==> src/rtl/demux1_4_buf_pkg.sv <==
// Shared constants for the buffered 1-to-4 demultiplexer.
//   dst_e      : destination codes carried with every buffered word
//   occ_e      : occupancy of the 2-entry buffer (encoding equals entry count)
//   FIFO_DEPTH : number of buffered entries
//   DATA_W_DEF / CNT_W_DEF : default payload and delivery-counter widths
package demux1_4_buf_pkg;

  typedef enum logic [1:0] {
    DST0 = 2'b00,
    DST1 = 2'b01,
    DST2 = 2'b10,
    DST3 = 2'b11
  } dst_e;

  typedef enum logic [1:0] {
    EMPTY = 2'd0,
    HALF  = 2'd1,
    FULL  = 2'd2
  } occ_e;

  localparam int unsigned FIFO_DEPTH = 2;
  localparam int unsigned DATA_W_DEF = 32;
  localparam int unsigned CNT_W_DEF  = 16;

endpackage

==> src/rtl/demux1_4_buf_if.sv <==
// Source/sink bundle of the buffered 1-to-4 demultiplexer.
//   in_data/in_choice/in_valid/in_ready : offer from the source
//   out_data/out_valid[3:0]/out_ready[3:0] : shared payload, one-hot valid,
//                                            per-destination ready
// Modports: slave = the demux itself, master = the environment around it.
interface demux1_4_buf_if
  import demux1_4_buf_pkg::*;
#(
  parameter int unsigned DATA_W = DATA_W_DEF
);

  logic [DATA_W-1:0] in_data;
  logic [1:0]        in_choice;
  logic              in_valid;
  logic              in_ready;
  logic [DATA_W-1:0] out_data;
  logic [3:0]        out_valid;
  logic [3:0]        out_ready;

  modport slave (
    input  in_data, in_choice, in_valid, out_ready,
    output in_ready, out_data, out_valid
  );

  modport master (
    output in_data, in_choice, in_valid, out_ready,
    input  in_ready, out_data, out_valid
  );

endinterface

==> src/rtl/demux1_4_buf_fifo2.sv <==
// Two-entry FIFO of {choice, data} with 1-bit read/write pointers.
//   push/wr_choice/wr_data : write entry[wr_ptr] (caller guarantees not FULL)
//   pop                    : advance rd_ptr (caller guarantees not EMPTY)
//   rd_choice/rd_data      : head entry
//   occ                    : occupancy EMPTY/HALF/FULL (value = count)
module fifo2_ptr
  import demux1_4_buf_pkg::*;
#(
  parameter int unsigned DATA_W = DATA_W_DEF
) (
  input  logic              clk,
  input  logic              rst,
  input  logic              push,
  input  dst_e              wr_choice,
  input  logic [DATA_W-1:0] wr_data,
  input  logic              pop,
  output dst_e              rd_choice,
  output logic [DATA_W-1:0] rd_data,
  output occ_e              occ
);

  logic [DATA_W-1:0] data_q   [FIFO_DEPTH];
  dst_e              choice_q [FIFO_DEPTH];
  logic              rd_ptr;
  logic              wr_ptr;
  occ_e              state;
  occ_e              state_nx;

  always_ff @(posedge clk or posedge rst) begin
    if (rst) begin
      state  <= EMPTY;
      rd_ptr <= 1'b0;
      wr_ptr <= 1'b0;
      for (int unsigned i = 0; i < FIFO_DEPTH; i++) begin
        data_q[i]   <= '0;
        choice_q[i] <= DST0;
      end
    end else begin
      state <= state_nx;
      if (push) begin
        data_q[wr_ptr]   <= wr_data;
        choice_q[wr_ptr] <= wr_choice;
        wr_ptr           <= ~wr_ptr;
      end
      if (pop) begin
        rd_ptr <= ~rd_ptr;
      end
    end
  end

  always_comb begin
    state_nx = state;
    unique case (state)
      EMPTY: if (push) state_nx = HALF;
      HALF: begin
        if (push && !pop)      state_nx = FULL;
        else if (pop && !push) state_nx = EMPTY;
      end
      FULL:    if (pop) state_nx = HALF;
      default: state_nx = EMPTY;
    endcase
  end

  assign rd_choice = choice_q[rd_ptr];
  assign rd_data   = data_q[rd_ptr];
  assign occ       = state;

endmodule

==> src/rtl/demux1_4_buf.sv <==
// Buffered 1-to-4 demultiplexer with per-destination delivery counters.
//   clk, rst   : clock, asynchronous active-high reset
//   bus        : source offer (in_*) and shared destination side (out_*)
//   dlv_cnt0..3: words delivered to each destination, wrapping
// Words are accepted into a 2-entry FIFO and delivered strictly in order;
// the head blocks later entries until its own destination takes it.
module demux1_4_buf
  import demux1_4_buf_pkg::*;
#(
  parameter int unsigned DATA_W = DATA_W_DEF,
  parameter int unsigned CNT_W  = CNT_W_DEF
) (
  input  logic             clk,
  input  logic             rst,
  demux1_4_buf_if.slave    bus,
  output logic [CNT_W-1:0] dlv_cnt0,
  output logic [CNT_W-1:0] dlv_cnt1,
  output logic [CNT_W-1:0] dlv_cnt2,
  output logic [CNT_W-1:0] dlv_cnt3
);

  logic              push;
  logic              pop;
  dst_e              rd_choice;
  logic [DATA_W-1:0] rd_data;
  occ_e              occ;
  logic [3:0]        valid_oh;
  logic [DATA_W-1:0] data_mux;
  logic [CNT_W-1:0]  cnt [4];

  fifo2_ptr #(
    .DATA_W(DATA_W)
  ) u_fifo (
    .clk      (clk),
    .rst      (rst),
    .push     (push),
    .wr_choice(dst_e'(bus.in_choice)),
    .wr_data  (bus.in_data),
    .pop      (pop),
    .rd_choice(rd_choice),
    .rd_data  (rd_data),
    .occ      (occ)
  );

  // Depends only on stored occupancy (and reset), never on out_ready, so a
  // FULL buffer refuses the offer even in a cycle where the head pops.
  assign bus.in_ready = ~rst & (occ != FULL);
  assign push         = bus.in_valid & bus.in_ready;

  always_comb begin
    valid_oh = '0;
    data_mux = '0;
    if (occ != EMPTY) begin
      data_mux = rd_data;
      unique case (rd_choice)
        DST0: valid_oh = 4'b0001;
        DST1: valid_oh = 4'b0010;
        DST2: valid_oh = 4'b0100;
        DST3: valid_oh = 4'b1000;
        default: valid_oh = '0;
      endcase
    end
  end

  assign bus.out_valid = valid_oh;
  assign bus.out_data  = data_mux;

  // Ready bits of non-addressed destinations are masked out by valid_oh.
  assign pop = |(valid_oh & bus.out_ready);

  always_ff @(posedge clk or posedge rst) begin
    if (rst) begin
      for (int unsigned k = 0; k < 4; k++) begin
        cnt[k] <= '0;
      end
    end else if (pop) begin
      cnt[rd_choice] <= cnt[rd_choice] + CNT_W'(1);
    end
  end

  assign dlv_cnt0 = cnt[0];
  assign dlv_cnt1 = cnt[1];
  assign dlv_cnt2 = cnt[2];
  assign dlv_cnt3 = cnt[3];

endmodule

==> src/flat_wrapper.sv <==
// flat-port wrapper written by rule: the top's interface ports become plain ports
module demux1_4_buf_flat import demux1_4_buf_pkg::*;
#(
  parameter int unsigned DATA_W = DATA_W_DEF,
  parameter int unsigned CNT_W  = CNT_W_DEF
)
  (clk, rst, dlv_cnt0, dlv_cnt1, dlv_cnt2, dlv_cnt3, bus_in_data, bus_in_choice, bus_in_valid, bus_out_ready, bus_in_ready, bus_out_data, bus_out_valid);
  demux1_4_buf_if #(.DATA_W(DATA_W)) bus_i ();
  input  logic clk;
  input  logic rst;
  output logic [CNT_W-1:0] dlv_cnt0;
  output logic [CNT_W-1:0] dlv_cnt1;
  output logic [CNT_W-1:0] dlv_cnt2;
  output logic [CNT_W-1:0] dlv_cnt3;
  input wire logic [$bits(bus_i.in_data)-1:0] bus_in_data;
  input wire logic [$bits(bus_i.in_choice)-1:0] bus_in_choice;
  input wire logic [$bits(bus_i.in_valid)-1:0] bus_in_valid;
  input wire logic [$bits(bus_i.out_ready)-1:0] bus_out_ready;
  output wire logic [$bits(bus_i.in_ready)-1:0] bus_in_ready;
  output wire logic [$bits(bus_i.out_data)-1:0] bus_out_data;
  output wire logic [$bits(bus_i.out_valid)-1:0] bus_out_valid;
  assign bus_i.in_data = bus_in_data;
  assign bus_i.in_choice = bus_in_choice;
  assign bus_i.in_valid = bus_in_valid;
  assign bus_i.out_ready = bus_out_ready;
  assign bus_in_ready = bus_i.in_ready;
  assign bus_out_data = bus_i.out_data;
  assign bus_out_valid = bus_i.out_valid;
  demux1_4_buf #(.DATA_W(DATA_W), .CNT_W(CNT_W)) u_core (.clk(clk), .rst(rst), .bus(bus_i), .dlv_cnt0(dlv_cnt0), .dlv_cnt1(dlv_cnt1), .dlv_cnt2(dlv_cnt2), .dlv_cnt3(dlv_cnt3));
endmodule
==> config.mk <==
export PLATFORM = sky130hd
export DESIGN_NAME = demux1_4_buf_flat
export DESIGN_NICKNAME = d
export VERILOG_FILES = /design/src/rtl/demux1_4_buf_pkg.sv /design/src/rtl/demux1_4_buf_if.sv /design/src/rtl/demux1_4_buf_fifo2.sv /design/src/rtl/demux1_4_buf.sv /design/src/flat_wrapper.sv
export SDC_FILE = /design/constraint.sdc
export NUM_CORES = 1
export LEC_CHECK = 0
export CORE_MARGIN = 4
export CORE_UTILIZATION = 56
export CTS_BUF_LIST = sky130_fd_sc_hd__clkbuf_8
export CTS_CLUSTER_SIZE = 24
export DETAILED_ROUTE_END_ITERATION = 16
export PLACE_DENSITY = 0.87
export SLEW_MARGIN = 5
export SYNTH_ARGS = -nofsm -noshare
export SYNTH_HDL_FRONTEND = slang
export SYNTH_HIERARCHICAL = 1
export SYNTH_SLANG_ARGS = --single-unit
==> constraint.sdc <==
create_clock -name clk -period 6.1 [get_ports clk]
set_input_delay 1.22 -clock clk [delete_from_list [all_inputs] [get_ports clk]]
set_output_delay 1.22 -clock clk [all_outputs]
set_load 0.02 [all_outputs]
Word-level counts from Yosys, hierarchy flattened
Index checks and enable logic that the tools add are counted.

storage, ports and cells
  flip-flop bits (word level) = 136
  bits of input ports = 41
  output and inout bits = 101
  logic and storage cells = 72

operators by class
  $add $sub $neg = 1
  magnitude comparators = 5
  equal/unequal tests = 9
  mux-type cells = 26
  bitwise logic cells = 9
  reductions and logical operators = 11

operator list
  kind                                                                          count
  32-bit 2-to-1 mux                                                             5
  64-bit bitwise mux                                                            2
  16-bit 2-to-1 mux                                                             3
  16-bit binary-select mux with 2-bit select                                    1
  16-bit demux with 2-bit select                                                1
  32-bit demux with 1-bit select                                                1
  16-bit by 1-bit adder with 16-bit output, second input constant               1
  2-bit 2-to-1 mux                                                              8
  4-bit one-hot mux with 4 select lines                                         1
  2-bit equality test, second input constant                                    3
  2-bit inequality test, second input constant                                  3
  2-bit one-hot mux with 3 select lines                                         1
  4-bit bitwise AND                                                             1
  4-bit bitwise mux                                                             1
  2-bit by 1-bit equality test with 1-bit output, second input constant         2
  2-bit >= comparator, second input constant                                    2
  1-bit logical AND                                                             4
  2-bit logical NOT                                                             2
  4-bit 2-to-1 mux                                                              1
  1-bit NOT with 2-bit output                                                   2
  4-bit OR reduction                                                            1
  3-bit >= comparator, second input constant                                    1
  3-bit by 1-bit less-than comparator with 1-bit output, second input constant  1
  3-bit inequality test, second input constant                                  1
  other kinds (8)                                                               12

Logic depth before layout (Yosys ltp)
Gate-level depths: netlist (run 1).

  depth after elaboration = 13
  mapped depth = 12
  gate-level depth less buffers = 7

Modules after synthesis
Netlist (run 1), hierarchy kept.

modules (own cells, without submodules)
  module        instances  cells each  area each (um2)  seq. area each (um2)
  fifo2_ptr     1          198         3285.7           1801.7
  demux1_4_buf  1          312         3234.4           1601.5

Worst setup path before layout (run 1)
OpenSTA, ideal clock, no wires.

  path kind = register to register
  from = register u_core.u_fifo.rd_ptr
  to = register u_core.u_fifo.state[0] (netlist: u_core/u_fifo/occ[0])
  library setup time = 139 ps
  data arrival time = 2910 ps
  required time = 5961 ps
  setup slack = 3051 ps
  cell stages (with the launch flop) = 13
  path buffers = 5
  clock period less this slack = 3049 ps
  cell sequence = dfrtp_1 buf_2 buf_2 mux2_2 buf_4 nor3b_1 and2_1 clkbuf_1 clkbuf_1 inv_1 nand4_1 or4b_1 o221ai_1

between the ends
  cells in the longest elaborated chain, start to end = 13
  elaborated cells on any way between the ends = 20
  classes of those cells = eq/ne (5); mux (7); bitwise (2); reduce/logical (6)

RTL lines
  what                                                                                           RTL line                  text
  start, declared                                                                                demux1_4_buf_fifo2.sv:24  logic rd_ptr;
  start signal, assigned                                                                         demux1_4_buf_fifo2.sv:46  rd_ptr <= ~rd_ptr;
  1-bit NOT with 2-bit output (not written as such) *                                            demux1_4_buf_fifo2.sv:64  assign rd_choice = choice_q[rd_ptr];
  2-bit 2-to-1 mux (not written as such) * (3 in series)                                         demux1_4_buf_fifo2.sv:64
  net u_core.rd_choice[0]                                                                        demux1_4_buf.sv:24        dst_e rd_choice;
  2-bit equality test (tied with other cells)                                                    demux1_4_buf.sv:55        unique case (rd_choice)
  4-bit one-hot mux with 4 select lines *                                                        demux1_4_buf.sv:55
  4-bit 2-to-1 mux *                                                                             demux1_4_buf.sv:53        if (occ != EMPTY) begin
  net bus_out_valid[2]                                                                           flat_wrapper.sv:21        output wire logic [$bits(bus_i.out_valid)-1:0] bus_out_valid;
  4-bit bitwise AND *                                                                            demux1_4_buf.sv:69        assign pop = |(valid_oh & bus.out_ready);
  4-bit OR reduction *                                                                           demux1_4_buf.sv:69
  net u_core.pop                                                                                 demux1_4_buf.sv:23        logic pop;
  1-bit logical NOT                                                                              demux1_4_buf_fifo2.sv:56  if (push && !pop) state_nx = FULL;
  1-bit logical AND                                                                              demux1_4_buf_fifo2.sv:56
  3-bit inequality test (no line) / 2-bit 2-to-1 mux (equally long branches)                     -
  3-bit AND reduction (no line) / 2-bit one-hot mux with 3 select lines (equally long branches)  -
  end signal, assigned                                                                           demux1_4_buf_fifo2.sv:39  state <= state_nx;
  end, declared                                                                                  demux1_4_buf_fifo2.sv:26  occ_e state;

The timed path passes the listed nets; every way through them passes the cells marked *. The select of a mux whose other input is x is not followed.
A chain may end at the register's enable or synchronous reset.

Final worst setup path (run 1)
  from = register u_core.u_fifo.rd_ptr
  to = output port bus_out_valid[1]

between the ends
  cells in the longest elaborated chain, start to end = 7
  elaborated cells on any way between the ends = 10
  classes of those cells = eq/ne (3); mux (5); bitwise (1); reduce/logical (1)

RTL lines
  what                                                    RTL line
  1-bit NOT with 2-bit output (not written as such) *     demux1_4_buf_fifo2.sv:64
  2-bit 2-to-1 mux (not written as such) * (3 in series)  demux1_4_buf_fifo2.sv:64
  net u_core.rd_choice[0]                                 demux1_4_buf.sv:24
  2-bit equality test (tied with other cells)             demux1_4_buf.sv:55
  4-bit one-hot mux with 4 select lines *                 demux1_4_buf.sv:55
  4-bit 2-to-1 mux *                                      demux1_4_buf.sv:53
  end, declared                                           flat_wrapper.sv:21

Marks and branches as above.

==> results of run 1 <==
-- cells by family (layout without fill, tap and decap cells) --
family,Yosys count,in the layout,synth area share (%)
buf+inv,38,183,3.63
flops,136,136,52.2
xor+xnor,16,16,2.15
fa+ha+maj,1,1,0.192
compound gates,63,63,4.89
simple gates,133,133,10.9
mux,123,123,26.0
-- metrics by stage --
stage                     total power, mW  setup slack, ps
after detailed placement             4.66             2410
final                                5.59             2340
after floorplan                      3.61             3050
after global routing                 5.92             2190
after global placement               4.53             2400
after CTS                            5.61             2280
-- Yosys cell counts (5+ instances only) --
library cell  instances  share of area (%)
a21oi_1              32                2.5
buf_2                 6               0.46
clkbuf_1             16               0.92
dfrtp_1             136                 52
inv_1                 6               0.35
mux2_2               74                 13
mux2_4               30                6.9
mux4_1                5                2.0
mux4_2               11                3.8
nand2_1              38                2.2
nor2_1               34                2.0
nor2b_1              32                3.1
nor3_1                5               0.38
o21ai_0              22                1.7
o21ai_1               8               0.61
xnor2_1              12                1.6
-- path summary, 6_finish.rpt --
path / start / to / slack, ps / depth (start not counted)
setup / recovery: u_core/u_fifo/rd_ptr$_DFFE_PP0P_ / bus_out_valid[1] / 2340 / 3
hold / removal: u_core/u_fifo/choice_q[0]$_DFFE_PP0P_ / u_core/u_fifo/choice_q[0]$_DFFE_PP0P_ / 500 / 1
setup reg to reg: u_core/u_fifo/rd_ptr$_DFFE_PP0P_ / u_core/u_fifo/occ[0]$_DFFE_PP0P_ / 2880 / 6
hold reg to reg: u_core/u_fifo/choice_q[0]$_DFFE_PP0P_ / u_core/u_fifo/choice_q[0]$_DFFE_PP0P_ / 500 / 1
max in group asynchronous: rst / u_core/u_fifo/data_q[25]$_DFFE_PP0P_ / 4100 / 3
min in group asynchronous: rst / u_core/dlv_cnt2[5]$_DFFE_PP0P_ / 1380 / 3
-- flip-flops by register name (all words and copies together), names as in the netlist --
register / cells
u_core/dlv_cnt0: 16
u_core/dlv_cnt1: 16
u_core/dlv_cnt2: 16
u_core/dlv_cnt3: 16
u_core/u_fifo/choice_q: 4
u_core/u_fifo/data_q: 64
u_core/u_fifo/occ: 2
u_core/u_fifo/rd_ptr: 1
u_core/u_fifo/wr_ptr: 1
-- cell type report --
cell class	count	area, µm²
Clock inverter	12	220
Fill cell	803	2990
Inverter	6	22.5
Sequential cell	136	3400
Clock buffer	20	275
Tap cell	143	179
Multi-Input combinational cell	336	2880
Timing Repair Buffer	145	1440
-- layer usage --
metal | part of all wire (%) | wire [µm] | vias to the layer above
li1 | - | - | 2038
met1 | 40 | 6150 | 2295
met2 | 50 | 7660 | 175
met3 | 8.1 | 1260 | 28
met4 | 2.2 | 335 | 0
met5 | 0 | 0 | -
-- power breakdown --
group	total, mW	internal [mW]	switching, mW
combinational	3.02	1.50	1.52
sequential	1.66	1.35	0.312
clock	0.913	0.559	0.354
-- critical path, stage by stage, from the launching register on --
cell and delay, ps:
dfrtp_1 400, mux2_2 670, nor3b_1 340, clkdlybuf4s50_1 670
==> metrics.yaml, run 1 <==
worst_setup_path:
  cp.arrival_ps: 2540
  critPathLaunchType: "flip-flop"
  crit_type: "flip-flop to output port"
  crit_fanout: 20
  cp.required_ps: 4880
  endpoint_kind: "output port"
logic_synthesis:
  synth-warning-count: 6
  synth.avg_cell_area_um2: 12.8
  synthCells: 510
  synth_edf_count: 0
  synth_ff_type: "dfrtp_1"
  async_flop_share_pct: 100
  syn_nets: 552
  yosysSeqAreaShare_pct: 52.2
  syn_area_um2: 6520
  ys_types: 38
  synth-seq-cells: 136
clock_network:
  tritoncts: "built"
  path_clk_slew_ps: 80
  max-clock-path-buffers: 2
  cts_hold_buffers: 0
  insertion_delay_ps: 460
  cts_sinks: 136
  postCtsSetupRepairBufs: 0
  cts_resized: 0
  cts-root-buf: "clkbuf_8"
  htree_levels: 4
  cts_buffers: 17
timing:
  slew_violations: 0
  slew-limit-headroom_pct: 15.4
  finalSetupViolCount: 0
  max_freq_ghz: 0.266
  worst_pin_slew_ps: 1270
  tns_ps: 0
  fin_hold_ws_ps: 500
  skew_ps: 11.0
  min_period_over_period_pct: 61.7
  hold_viol_final: 0
  rsz0062_at_grt: "false"
  fin_crit_ps: 3760
final_layout:
  layout_commonest_cell: "clkdlybuf4s50_1"
  final_layout_size_suffix_gt1_share_pct: 24.9
  stdcell_area_um2: 8420
  antennaDiodeCount: 0
  fin_util_pct: 73.8
  fin_nets: 684
  final_cells: 798
  synthToLayoutAreaGrowth_pct: 29.2
  layout_common_cells: "clkdlybuf4s50_1 (141), dfrtp_1 (136), mux2_2 (74), nand2_1 (38), nor2_1 (33)"
run_status:
  status: "completed"
pwr:
  peakVddDrop_mv: 0.407
  power_density_nw_per_um2: 663
  p_leak_nw: 3.56
global_route:
  use_met1_pct: 29.7
  met3_usage_pct: 7.89
  grt_pass1_wl_um: 25100
  grt_usage_pct: 24.4
  grt_max_degree: 73
  antenna_found_initial: 0
  grt_pass1_vias: 4990
  gr-usage-met2_pct: 40.6
  grt.busiest_layer: "met2"
  grt-ovfl-total: 0
drt:
  postRouteAntennaNets: 0
  vias: 4536
  wire_per_inst_um: 19.3
  routed_wl_um: 15400
  drt-initial-drc-count: 285
  drc_errors: 0
  drt_pre_antenna_iters: 4
  avgViaCountPerCell: 5.68
placement:
  placedCellCount: 766
  io_buffer_count: 141
  dp_hpwl_um: 10300
  placed_cell_area_um2: 7930
  gp_congestion: 0.826
floorplanning:
  start_util_pct: 57.1
  fp.dieW_um: 116
  rows: 39
  die_area_um2: 13400
  fp.dieH_um: 116
  num_io_pins: 142
  core_area_um2: 11400
min_path:
  min_path_type: "flip-flop to flip-flop"
job:
  drv_cap: 0
No activity file was read; power rests on OpenSTA's default activity.
==> run 2: changes to the inputs <==
--- a/config.mk
+++ b/config.mk
@@ -6,11 +6,11 @@
 export NUM_CORES = 1
 export LEC_CHECK = 0
 export CORE_MARGIN = 4
-export CORE_UTILIZATION = 56
+export CORE_UTILIZATION = 48
 export CTS_BUF_LIST = sky130_fd_sc_hd__clkbuf_8
 export CTS_CLUSTER_SIZE = 24
 export DETAILED_ROUTE_END_ITERATION = 16
-export PLACE_DENSITY = 0.87
+export PLACE_DENSITY = 0.79
 export SLEW_MARGIN = 5
 export SYNTH_ARGS = -nofsm -noshare
 export SYNTH_HDL_FRONTEND = slang
==> constraint.sdc (replaced) <==
create_clock -name clk -period 3.46 [get_ports clk]
set_input_delay 0.692 -clock clk [delete_from_list [all_inputs] [get_ports clk]]
set_output_delay 0.692 -clock clk [all_outputs]
set_load 0.02 [all_outputs]
==> metrics.yaml, run 2 (synthesis results as in run 1) <==
final_layout:
  layout_commonest_cell: "clkdlybuf4s50_1"
  layout_common_cells: "clkdlybuf4s50_1 (141), dfrtp_1 (136), mux2_2 (74), nand2_1 (38), nor2_1 (33)"
  fin_nets: 691
  final_layout_size_suffix_gt1_share_pct: 25.6
  antennaDiodeCount: 0
  largest_reg_flops: 64
  synthToLayoutAreaGrowth_pct: 29.7
  stdcell_area_um2: 8460
  largest-register: "u_core/u_fifo/data_q"
timing:
  fin_crit_ps: 3250
  worst_pin_slew_ps: 773
  finalSetupViolCount: 0
  tns_ps: 0
  slew_violations: 0
  hold_viol_final: 0
  rsz0062_at_grt: "false"
  slew-limit-headroom_pct: 48.5
  max_freq_ghz: 0.308
  min_period_over_period_pct: 93.9
  skew_ps: 13.5
pwr:
  power_density_nw_per_um2: 1140
  peakVddDrop_mv: 0.534
  p_comb_share_pct: 54.8
  p_sw_mw: 3.79
  netSwitchingFraction_pct: 39.3
  pwr-share-clk_pct: 14.7
  p_int_mw: 5.85
  sequentialPowerShare_pct: 30.5
  p_leak_nw: 3.57
placement:
  placed_cell_area_um2: 8020
  io_buffer_count: 141
  dp_hpwl_um: 10300
  gp_congestion: 0.805
floorplanning:
  die_area_um2: 15500
  start_util_pct: 49.0
  fp.dieH_um: 125
  core_area_um2: 13300
  fp.dieW_um: 125
  num_io_pins: 142
  rows: 42
worst_setup_path:
  cp.required_ps: 2770
  crit_fanout: 20
  crit_type: "flip-flop to output port"
  endpoint_kind: "output port"
  cp.arrival_ps: 2560
  critPathLaunchType: "flip-flop"
clock_network:
  htree_levels: 4
  cts_sinks: 136
  cts_resized: 0
  cts_buffers: 17
  path_clk_slew_ps: 70
  cts_hold_buffers: 0
  cts-root-buf: "clkbuf_8"
  insertion_delay_ps: 450
  tritoncts: "built"
  postCtsSetupRepairBufs: 0
  max-clock-path-buffers: 2
drt:
  drc_errors: 0
  drt_pre_antenna_iters: 4
  postRouteAntennaNets: 0
  wire_per_inst_um: 18.0
  vias: 4494
  drt-initial-drc-count: 321
  routed_wl_um: 15100
  avgViaCountPerCell: 5.37
global_route:
  grt_pass1_wl_um: 24500
  grt_pass1_vias: 4724
  antenna_found_initial: 0
  grt_max_degree: 65
  grt_usage_pct: 19.8
  grt-ovfl-total: 0
run_status:
  status: "completed"
job:
  drv_cap: 0
min_path:
  min_path_type: "flip-flop to flip-flop"
[run 2: path summary, 6_finish.rpt]
path	slack (ps)	end	depth (start not counted)	startpoint
worst min register to register	500	u_core/u_fifo/data_q[24]$_DFFE_PP0P_	1	u_core/u_fifo/data_q[24]$_DFFE_PP0P_
worst min-delay path	500	u_core/u_fifo/data_q[24]$_DFFE_PP0P_	1	u_core/u_fifo/data_q[24]$_DFFE_PP0P_
worst max-delay path	210	bus_out_valid[0]	3	u_core/u_fifo/rd_ptr$_DFFE_PP0P_
max in group asynchronous	1960	u_core/u_fifo/data_q[12]$_DFFE_PP0P_	3	rst
min in group asynchronous	790	u_core/u_fifo/data_q[62]$_DFFE_PP0P_	2	rst
worst max register to register	620	u_core/dlv_cnt1[9]$_DFFE_PP0P_	7	u_core/u_fifo/rd_ptr$_DFFE_PP0P_
[run 2: critical path, stage by stage (launching register included)]
cell and delay, ps:
dfrtp_1 490, mux2_2 580, nor3_1 360, clkdlybuf4s50_1 680
[run 2: layer usage]
metal / GRT usage, % / share of wire, %
met5: 0 / 0
met4: 6.13 / 1.1
met3: 7.12 / 8.9
met2: 32.0 / 49
met1: 25.1 / 41
[run 2: layout make-up]
cell class                 instances  area [µm²]
fill                             993        4840
clock buffer                      19         262
tap                              176         220
sequential                       136        3400
inverter                           6        22.5
multi-input combinational        336        2880
clock inverter                    12         175
timing repair buffer             152        1490
[run 2: power by group through the flow]
stage                     clock network (mW)  registers (mW)  logic, mW
after floorplan                            0            3.18       3.19
after global placement                     0            2.88       5.17
after detailed placement                   0            2.94       5.28
after CTS                               1.45            2.93       5.33
after global routing                    1.54            3.03       5.66
final                                   1.42            2.94       5.28
[run 2: stage by stage]
| step | util [%] | worst slack, ps | total power [mW] | hold WS, ps | instances |
|---|---|---|---|---|---|
| global placement | 60.3 | 690 | 8.06 | 468 | 806 |
| detailed placement | 60.3 | 613 | 8.23 | 485 | 806 |
| floorplan | - | 411 | 6.36 | 459 | 510 |
| global route | 63.6 | 72.8 | 10.2 | 521 | 837 |
| CTS | 63.6 | 185 | 9.71 | 503 | 837 |
| finish | 63.6 | 211 | 9.64 | 497 | 837 |
